File: src/rtl/bias_argmax_pkg.sv
// bias_argmax_pkg: sizing helpers shared by the bias/argmax pipeline, its interface and bench.
// Macro BIAS_ARGMAX_SAT_EN selects saturated 2*DW sums; otherwise sums keep 2*DW+1 bits.
package bias_argmax_pkg;

  function automatic int idx_w(input int length);
    return $clog2(length);
  endfunction

  function automatic int levels(input int length);
    return $clog2(length);
  endfunction

  function automatic int half_up(input int n);
    return (n + 1) / 2;
  endfunction

  // Element count held by a given tree level (level 0 is the biased-sum stage).
  function automatic int elems(input int length, input int level);
    int n;
    n = length;
    for (int k = 0; k < level; k++) n = half_up(n);
    return n;
  endfunction

  function automatic int offset(input int length, input int level);
    int o;
    o = 0;
    for (int k = 0; k < level; k++) o += elems(length, k);
    return o;
  endfunction

  function automatic int sum_w(input int data_width);
`ifdef BIAS_ARGMAX_SAT_EN
    return 2 * data_width;
`else
    return 2 * data_width + 1;
`endif
  endfunction

endpackage

File: src/rtl/bias_argmax_pipe_if.sv
// bias_argmax_pipe_if: input vector and result handshakes of the bias/argmax pipeline.
// Result width follows BIAS_ARGMAX_SAT_EN through bias_argmax_pkg::sum_w.
interface bias_argmax_pipe_if
  import bias_argmax_pkg::*;
#(
  parameter int DATA_WIDTH = 8,
  parameter int LENGTH     = 10
) ();
  localparam int SUM_W = sum_w(DATA_WIDTH);
  localparam int IDX_W = idx_w(LENGTH);

  logic                             in_valid;
  logic                             in_ready;
  logic [2*DATA_WIDTH*LENGTH-1:0]   input_data;
  logic [DATA_WIDTH*LENGTH-1:0]     biases;
  logic                             out_valid;
  logic                             out_ready;
  logic [IDX_W-1:0]                 max_idx;
  logic [LENGTH-1:0]                max_onehot;
  logic signed [SUM_W-1:0]          max_value;

  modport master (
    output in_valid, input_data, biases, out_ready,
    input  in_ready, out_valid, max_idx, max_onehot, max_value
  );

  modport slave (
    input  in_valid, input_data, biases, out_ready,
    output in_ready, out_valid, max_idx, max_onehot, max_value
  );
endinterface

File: src/rtl/argmax_cmp_node.sv
// argmax_cmp_node: combinational pick of the larger of two {value, index} pairs.
module argmax_cmp_node #(
  parameter int SUM_W = 17,
  parameter int IDX_W = 4
) (
  input  logic signed [SUM_W-1:0] a_value,
  input  logic [IDX_W-1:0]        a_index,
  input  logic signed [SUM_W-1:0] b_value,
  input  logic [IDX_W-1:0]        b_index,
  output logic signed [SUM_W-1:0] win_value,
  output logic [IDX_W-1:0]        win_index
);
  logic b_wins_s;

  // Equal values resolve to the lower index regardless of which port carries it.
  always_comb begin
    b_wins_s = 1'b0;
    if (b_value > a_value) begin
      b_wins_s = 1'b1;
    end else if (b_value == a_value) begin
      b_wins_s = (b_index < a_index);
    end else begin
      b_wins_s = 1'b0;
    end
  end

  assign win_value = b_wins_s ? b_value : a_value;
  assign win_index = b_wins_s ? b_index : a_index;
endmodule

File: src/rtl/bias_argmax_pipe.sv
// bias_argmax_pipe: biased-sum stage followed by a registered argmax compare tree.
// Define BIAS_ARGMAX_SAT_EN to saturate each sum to 2*DATA_WIDTH bits.
module bias_argmax_pipe
  import bias_argmax_pkg::*;
#(
  parameter int DATA_WIDTH = 8,
  parameter int LENGTH     = 10
) (
  input logic               clk,
  input logic               reset_n,
  bias_argmax_pipe_if.slave bus
);
  localparam int ACC_W  = 2 * DATA_WIDTH;
  localparam int SUM_W  = sum_w(DATA_WIDTH);
  localparam int IDX_W  = idx_w(LENGTH);
  localparam int LEVELS = levels(LENGTH);
  localparam int NODES  = offset(LENGTH, LEVELS + 1);

  typedef struct packed {
    logic                    valid;
    logic signed [SUM_W-1:0] value;
    logic [IDX_W-1:0]        index;
  } node_t;

  // All tree levels live in one flat array; level k starts at offset(LENGTH, k).
  node_t node_r [NODES];
  node_t node_s [NODES];
  node_t tail_s;
  logic  en_s;

`ifdef BIAS_ARGMAX_SAT_EN
  function automatic logic [SUM_W-1:0] fit_sum(input logic [ACC_W:0] raw);
    if (raw[ACC_W] != raw[ACC_W-1]) begin
      return raw[ACC_W] ? {1'b1, {(ACC_W-1){1'b0}}} : {1'b0, {(ACC_W-1){1'b1}}};
    end else begin
      return raw[ACC_W-1:0];
    end
  endfunction
`else
  function automatic logic [SUM_W-1:0] fit_sum(input logic [ACC_W:0] raw);
    return raw;
  endfunction
`endif

  for (genvar i = 0; i < LENGTH; i++) begin : g_stage0
    logic [ACC_W-1:0]      acc_s;
    logic [DATA_WIDTH-1:0] bias_s;
    logic [ACC_W:0]        raw_s;
    assign acc_s     = bus.input_data[ACC_W*i +: ACC_W];
    assign bias_s    = bus.biases[DATA_WIDTH*i +: DATA_WIDTH];
    assign raw_s     = {acc_s[ACC_W-1], acc_s}
                     + {{(DATA_WIDTH+1){bias_s[DATA_WIDTH-1]}}, bias_s};
    assign node_s[i] = {bus.in_valid, fit_sum(raw_s), IDX_W'(i)};
  end

  for (genvar k = 1; k <= LEVELS; k++) begin : g_level
    localparam int SRC_N   = elems(LENGTH, k - 1);
    localparam int SRC_OFF = offset(LENGTH, k - 1);
    localparam int DST_OFF = offset(LENGTH, k);
    for (genvar j = 0; j < elems(LENGTH, k); j++) begin : g_pair
      if (2 * j + 1 < SRC_N) begin : g_cmp
        node_t                   a_s;
        node_t                   b_s;
        logic signed [SUM_W-1:0] win_value_s;
        logic [IDX_W-1:0]        win_index_s;
        assign a_s = node_r[SRC_OFF + 2*j];
        assign b_s = node_r[SRC_OFF + 2*j + 1];
        argmax_cmp_node #(.SUM_W(SUM_W), .IDX_W(IDX_W)) u_node (
          .a_value  (a_s.value),
          .a_index  (a_s.index),
          .b_value  (b_s.value),
          .b_index  (b_s.index),
          .win_value(win_value_s),
          .win_index(win_index_s)
        );
        assign node_s[DST_OFF + j] = {a_s.valid & b_s.valid, win_value_s, win_index_s};
      end else begin : g_pass
        assign node_s[DST_OFF + j] = node_r[SRC_OFF + 2*j];
      end
    end
  end

  // Every stage advances together whenever the output slot is empty or being drained.
  always_ff @(posedge clk or negedge reset_n) begin
    if (!reset_n) begin
      for (int n = 0; n < NODES; n++) node_r[n] <= '0;
    end else if (en_s) begin
      for (int n = 0; n < NODES; n++) node_r[n] <= node_s[n];
    end
  end

  assign tail_s         = node_r[NODES-1];
  assign en_s           = !tail_s.valid || bus.out_ready;
  assign bus.in_ready   = en_s;
  assign bus.out_valid  = tail_s.valid;
  assign bus.max_idx    = tail_s.index;
  assign bus.max_value  = tail_s.value;
  assign bus.max_onehot = tail_s.valid ? (LENGTH'(1) << tail_s.index) : '0;
endmodule

File: src/flat_wrapper.sv
// flat-port wrapper written by rule: the top's interface ports become plain ports
module bias_argmax_pipe_flat import bias_argmax_pkg::*;
#(
  parameter int DATA_WIDTH = 8,
  parameter int LENGTH     = 10
)
  (clk, reset_n, bus_in_valid, bus_input_data, bus_biases, bus_out_ready, bus_in_ready, bus_out_valid, bus_max_idx, bus_max_onehot, bus_max_value);
  bias_argmax_pipe_if #(.DATA_WIDTH(DATA_WIDTH), .LENGTH(LENGTH)) bus_i ();
  input logic clk;
  input logic reset_n;
  input wire logic [$bits(bus_i.in_valid)-1:0] bus_in_valid;
  input wire logic [$bits(bus_i.input_data)-1:0] bus_input_data;
  input wire logic [$bits(bus_i.biases)-1:0] bus_biases;
  input wire logic [$bits(bus_i.out_ready)-1:0] bus_out_ready;
  output wire logic [$bits(bus_i.in_ready)-1:0] bus_in_ready;
  output wire logic [$bits(bus_i.out_valid)-1:0] bus_out_valid;
  output wire logic [$bits(bus_i.max_idx)-1:0] bus_max_idx;
  output wire logic [$bits(bus_i.max_onehot)-1:0] bus_max_onehot;
  output wire logic [$bits(bus_i.max_value)-1:0] bus_max_value;
  assign bus_i.in_valid = bus_in_valid;
  assign bus_i.input_data = bus_input_data;
  assign bus_i.biases = bus_biases;
  assign bus_i.out_ready = bus_out_ready;
  assign bus_in_ready = bus_i.in_ready;
  assign bus_out_valid = bus_i.out_valid;
  assign bus_max_idx = bus_i.max_idx;
  assign bus_max_onehot = bus_i.max_onehot;
  assign bus_max_value = bus_i.max_value;
  bias_argmax_pipe #(.DATA_WIDTH(DATA_WIDTH), .LENGTH(LENGTH)) u_core (.clk(clk), .reset_n(reset_n), .bus(bus_i));
endmodule
File: config.mk
export PLATFORM = sky130hd
export DESIGN_NAME = bias_argmax_pipe_flat
export DESIGN_NICKNAME = d
export VERILOG_FILES = /design/src/rtl/bias_argmax_pkg.sv /design/src/rtl/bias_argmax_pipe_if.sv /design/src/rtl/argmax_cmp_node.sv /design/src/rtl/bias_argmax_pipe.sv /design/src/flat_wrapper.sv
export SDC_FILE = /design/constraint.sdc
export NUM_CORES = 1
export LEC_CHECK = 0
export CORE_MARGIN = 3
export CORE_UTILIZATION = 40
export CTS_CLUSTER_DIAMETER = 100
export DETAILED_ROUTE_END_ITERATION = 8
export MAX_ROUTING_LAYER = met4
export PLACE_DENSITY = 0.69
export SYNTH_ARGS = -nofsm -noshare
export SYNTH_HDL_FRONTEND = slang
export SYNTH_SLANG_ARGS = --single-unit
File: constraint.sdc
create_clock -name clk -period 2.55 [get_ports clk]
set_input_delay 0.51 -clock clk [delete_from_list [all_inputs] [get_ports clk]]
set_output_delay 0.51 -clock clk [all_outputs]
set_load 0.02 [all_outputs]
# Word-level counts from Yosys, hierarchy flattened
# Cells that the tools add are included.
# totals
in_bits	244
word_cells	117
output_inout_bits	33
register_bits	409
# op_classes
n_reduce_logical	2
eq_ne	9
add_sub_neg	10
n_lt_le_gt_ge	18
n_mux	37
n_shift	1
# ops
cell	count
$add 16x8->17	10
$eq 17x17->1	9
$gt 17x17->1	9
$mux 17	9
$lt 4x4->1	5
$mux 4	5
$mux 1	19
$mux 10	1
$shl 1x4->10 const A	1
$lt 3x3->1	2
$mux 3	2
$lt 2x2->1	1
$mux 2	1
$logic_not 1->1	1
$logic_or 1x1->1	1
$lt 1x1->1 const B	1

# Longest topological paths before layout
# depth
depth_word	4
depth_mapped	11
mapped_depth_nobuf	9

# Cells and area by module
# From an unflattened synthesis, not the netlist that was laid out.
# unflattened
hier_cells	4774
area_unflattened_um2	36587.6
# modules_own_cells
module	seq_area_each_um2	area_per_inst_um2	cells_per_inst	instances
bias_argmax_pipe	10184.8	22173.8	2560	1
argmax_cmp_node	0.0	1601.5	246	9

# Least setup slack after synthesis
# OpenSTA, ideal clock, no wires.
# synth_path
path_kind	input -> register
startpoint	input bus_biases[32]
endpoint	register u_core.g_level[1].g_pair[2].g_cmp.a_s[16] (netlist name)
arrival_ns	2.651
setup_time_ns	0.083
setup_slack_ns	-0.184
required_time_ns	2.467
cell_stages	9
path_buffers	0
path_cell_list	ha_1 fa_1 a211o_1 a2111oi_1 o32ai_1 o21ai_1 nand2b_1 a221o_1 o21ai_0
# synth_between
elab_chain_len	1
# synth_lines
element	line_no	source
from (decl)	flat_wrapper.sv:13	input wire logic [$bits(bus_i.biases)-1:0] bus_biases;
$add 16x8->17	bias_argmax_pipe.sv:52	+ {{(DATA_WIDTH+1){bias_s[DATA_WIDTH-1]}}, bias_s};
# No other way between the ends.
# A chain may end at the register's enable or synchronous reset.

# Worst setup path after layout
# layout_path
startpoint	register u_core.g_level[3].g_pair[0].g_cmp.b_s[12] (netlist name)
endpoint	register u_core.g_level[4].g_pair[0].g_cmp.a_s[0] (netlist name)
# layout_between
elab_chain_len	4
elab_cells_between_ends	5
classes_between	order compare (1); eq/ne (1); mux (3)
# layout_lines
element	line_no	source
parallel branches: the longest is 2 deep, another holds $gt 17x17->1	-	
$mux 1 *	argmax_cmp_node.sv:18	if (b_value > a_value) begin
$mux 4 *	argmax_cmp_node.sv:28	assign win_index = b_wins_s ? b_index : a_index;
# Every way passes the cells marked *.

==> metrics.yaml <==
final_cells: 4743
max_slew_margin_pct: 63.28
whs_ns: 0.3000
power_density_mw_per_mm2: 1234
worstPathRequired_ns: 2.99
dieHeight_microns: 265.8
antenna_found_initial: 0
routedWlPerCell_microns: 17.00
rows: 94
maxCapViolations: 0
start_util_pct: 40.70
synth-main-ff-cell: "dfrtp_1"
synthToLayoutAreaGrowth_pct: 42.21
cts_root_buf: "clkbuf_16"
wirelength_microns: 80640
total_leakage_power_nw: 18.15
first_iter_violations: 1549
pwr-share-seq_pct: 24.2
grt_setup_unrepaired: "true"
critPathLaunchType: "flop"
htreeDepth: 2
grt_pass1_vias: 24400
fillers: 5712
drc: 0
period_share_pct: 107.5
yosysTopAreaCellShare_pct: 35.69
synth_area_leaders: "dfrtp_1 36%, ha_1 15%, nand2_1 6.1%"
ys_types: 86
grt_pass1_wl_microns: 125800
pwr-share-comb_pct: 62.2
violations: "negative setup slack"
cp_max_fo: 5
report.final.slew_viol_count: 0
hpwlAfterDp_microns: 59890
syn_nets: 3595
insertion_delay_ns: 0.58
vias: 24990
design.die.area_sq_mm: 0.07064
cts_tree: "yes"
cts_sinks: 385
core_sq_mm: 0.06633
yosysSeqAreaShare_pct: 35.69
synth_seq_cells: 385
power.internal_mw: 28.08
dp_cells: 4598
fin_worst_skew_ns: 0.02601
cts-buffers-inserted: 44
nNetsFinal: 4413
io_pins: 277
synthTopCellsByCount: "442 x nand2_1, 385 x dfrtp_1, 314 x ha_1"
drive_above_1_share_pct: 23.77
gp_congestion: 0.9117
syn_inst: 3027
place_ws_ns: -0.6863
antenna_left: 0
cp-end-kind: "flop"
synth_edf_count: 0
outcome: "complete, but fails checks"
total_power_mw: 47.36
r2r_setup_slack_ns: -0.19
critical_path_class: "reg -> reg"
cts.path.max_buffers: 3
power.switching_mw: 19.28
grt-ovfl-total: 0
synth_top_area_cell: "dfrtp_1"
setup_violations: 96
max_freq_mhz: 364.8
final_area_sq_mm: 0.03839
finalWorstSetupSlack_ns: -0.1913
p_sw_share_pct: 40.71
clkPwrFrac_pct: 13.7
ir_drop_v: 0.0008513
cp.arrival_ns: 3.18
port_buffers: 276
synth_most_common_cell: "nand2_1"
synthArstFlopShare_pct: 100.0
drtPass1Iterations: 5
synth.avg_cell_area_sq_um: 8.918
path_clk_slew_ns: 0.06
tightestPinTransition_ns: 0.5423
vias_per_cell: 5.268
hold_class: "in -> reg"
syn-cell-area_sq_mm: 0.02700
grt_max_degree: 135
num_antenna_cells: 0
hold_violations: 0
synth_warnings: 0
die_x_microns: 265.8
final.min_clock_period_ns: 2.741
placed_area_sq_mm: 0.03472
track_usage_pct: 22.41
-- routing by layer --
layer	track usage, %	vias to the layer above	share of wire (%)
li1	-	12480	-
met1	30.93	11840	47
met2	34.84	541	46
met3	2.881	127	4.3
met4	6.120	0	2.8
met5	-	-	0
-- timing repair --
action                     CTS  global route
setup endpoints to repair  108           176
hold buffers                 1             0
gates resized for setup    138           223
pin swaps                   51            65
gates cloned                 6             6
hold endpoints to repair    46             0
setup buffers               33            25
-- critical path, stage by stage, from the launching register on --
cell       delay (ns)
dfrtp_1          0.41
ha_4             0.28
nand4_1          0.15
nor4_2           0.38
buf_4            0.18
nand4_1          0.14
nand4_1          0.13
or3b_4           0.46
clkbuf_16        0.21
mux2i_4          0.20
o21ai_1          0.08
-- flip-flops by register name, summed over array words and instances, names as in the netlist --
signal,count
u_core.bus.max_idx,4
u_core.bus.max_value,17
u_core.bus.out_valid,1
u_core.g_level.g_pair.g_cmp.a_s,164
u_core.g_level.g_pair.g_cmp.b_s,162
u_core.node_r,37
-- path summary, 6_finish.rpt --
| kind | endpoint | startpoint | depth (start not counted) |
|---|---|---|---|
| min in group asynchronous | u_core.g_level[1].g_pair[0].g_cmp.a_s[19] | reset_n | 2 |
| max in group asynchronous | u_core.g_level[1].g_pair[1].g_cmp.a_s[5] | reset_n | 3 |
| worst min-delay path | u_core.g_level[1].g_pair[2].g_cmp.a_s[4] | bus_input_data[64] | 4 |
| worst max-delay path | u_core.g_level[4].g_pair[0].g_cmp.a_s[0] | u_core.g_level[3].g_pair[0].g_cmp.b_s[12] | 10 |
| worst min register to register | u_core.g_level[4].g_pair[0].g_cmp.a_s[21] | u_core.g_level[4].g_pair[0].g_cmp.a_s[21] | 2 |
| worst max register to register | u_core.g_level[4].g_pair[0].g_cmp.a_s[0] | u_core.g_level[3].g_pair[0].g_cmp.b_s[12] | 10 |
-- placed cells by master, fill, tap and decap left out, types with 12 or more instances in the layout --
master           instances
nor3_1                  28
buf_4                  584
o21bai_1                18
o21ai_0                201
a211oi_1                36
nor3b_1                 14
a2bb2oi_1               17
inv_1                  183
inv_2                   13
a21o_1                  71
mux2i_1                 74
o31ai_1                 18
xor2_1                  68
xnor2_1                 38
and3_1                  15
ha_4                    23
nand4_1                 29
o21a_1                  37
o21ai_2                 12
nor2b_1                 22
o221ai_1                17
dlymetal6s2s_1          12
nand2b_1                23
mux2i_4                 47
dfrtp_1                380
clkbuf_16               49
o21ai_1                 82
nand3_1                 37
a31oi_1                 35
clkbuf_8                17
nand2_1                441
buf_12                  19
mux2i_2                 21
a211o_1                 15
a21oi_1                192
nor2_1                 184
ha_1                   289
clkdlybuf4s50_1        256
buf_6                   15
-- cell families after synthesis --
kind of cell | Yosys count | share of synthesized area, %
buffers and inverters | 332 | 5.362
muxes | 147 | 5.474
AOI/OAI and AO/OA | 870 | 20.46
xor gates and xnor gates | 106 | 3.439
and+or+nand+nor | 863 | 14.28
DFF | 385 | 35.69
adders and majority gates | 324 | 15.29
-- through the flow --
| stage | setup TNS, ns | utilization, % |
|---|---|---|
| floorplan | -0.01080 | - |
| global placement | -37.41 | 52.34 |
| detailed placement | -43.99 | 52.34 |
| CTS | -1.812 | 56.30 |
| global route | -18.38 | 57.88 |
| finish | -8.339 | 57.88 |
-- cell type report --
| type | instances | area, sq um | share of cell area (%) |
|---|---|---|---|
| Tap cell | 864 | 1081 | 2.816 |
| Sequential cell | 385 | 9641 | 25.11 |
| Timing Repair Buffer | 907 | 7986 | 20.80 |
| Clock inverter | 10 | 122.6 | 0.3194 |
| Multi-Input combinational cell | 2310 | 17440 | 45.44 |
| Inverter | 197 | 747.0 | 1.946 |
| Clock buffer | 70 | 1369 | 3.565 |
-- power by group through the flow --
stage | Sequential (mW) | Combinational (mW) | Clock [mW]
after floorplan | 10.7 | 14.1 | 0
after global placement | 11.1 | 22.1 | 0
after detailed placement | 11.2 | 22.6 | 0
after CTS | 11.2 | 26.3 | 6.58
after global routing | 11.7 | 31.8 | 6.84
final | 11.4 | 29.4 | 6.47
No activity file was read; power rests on OpenSTA's default activity.
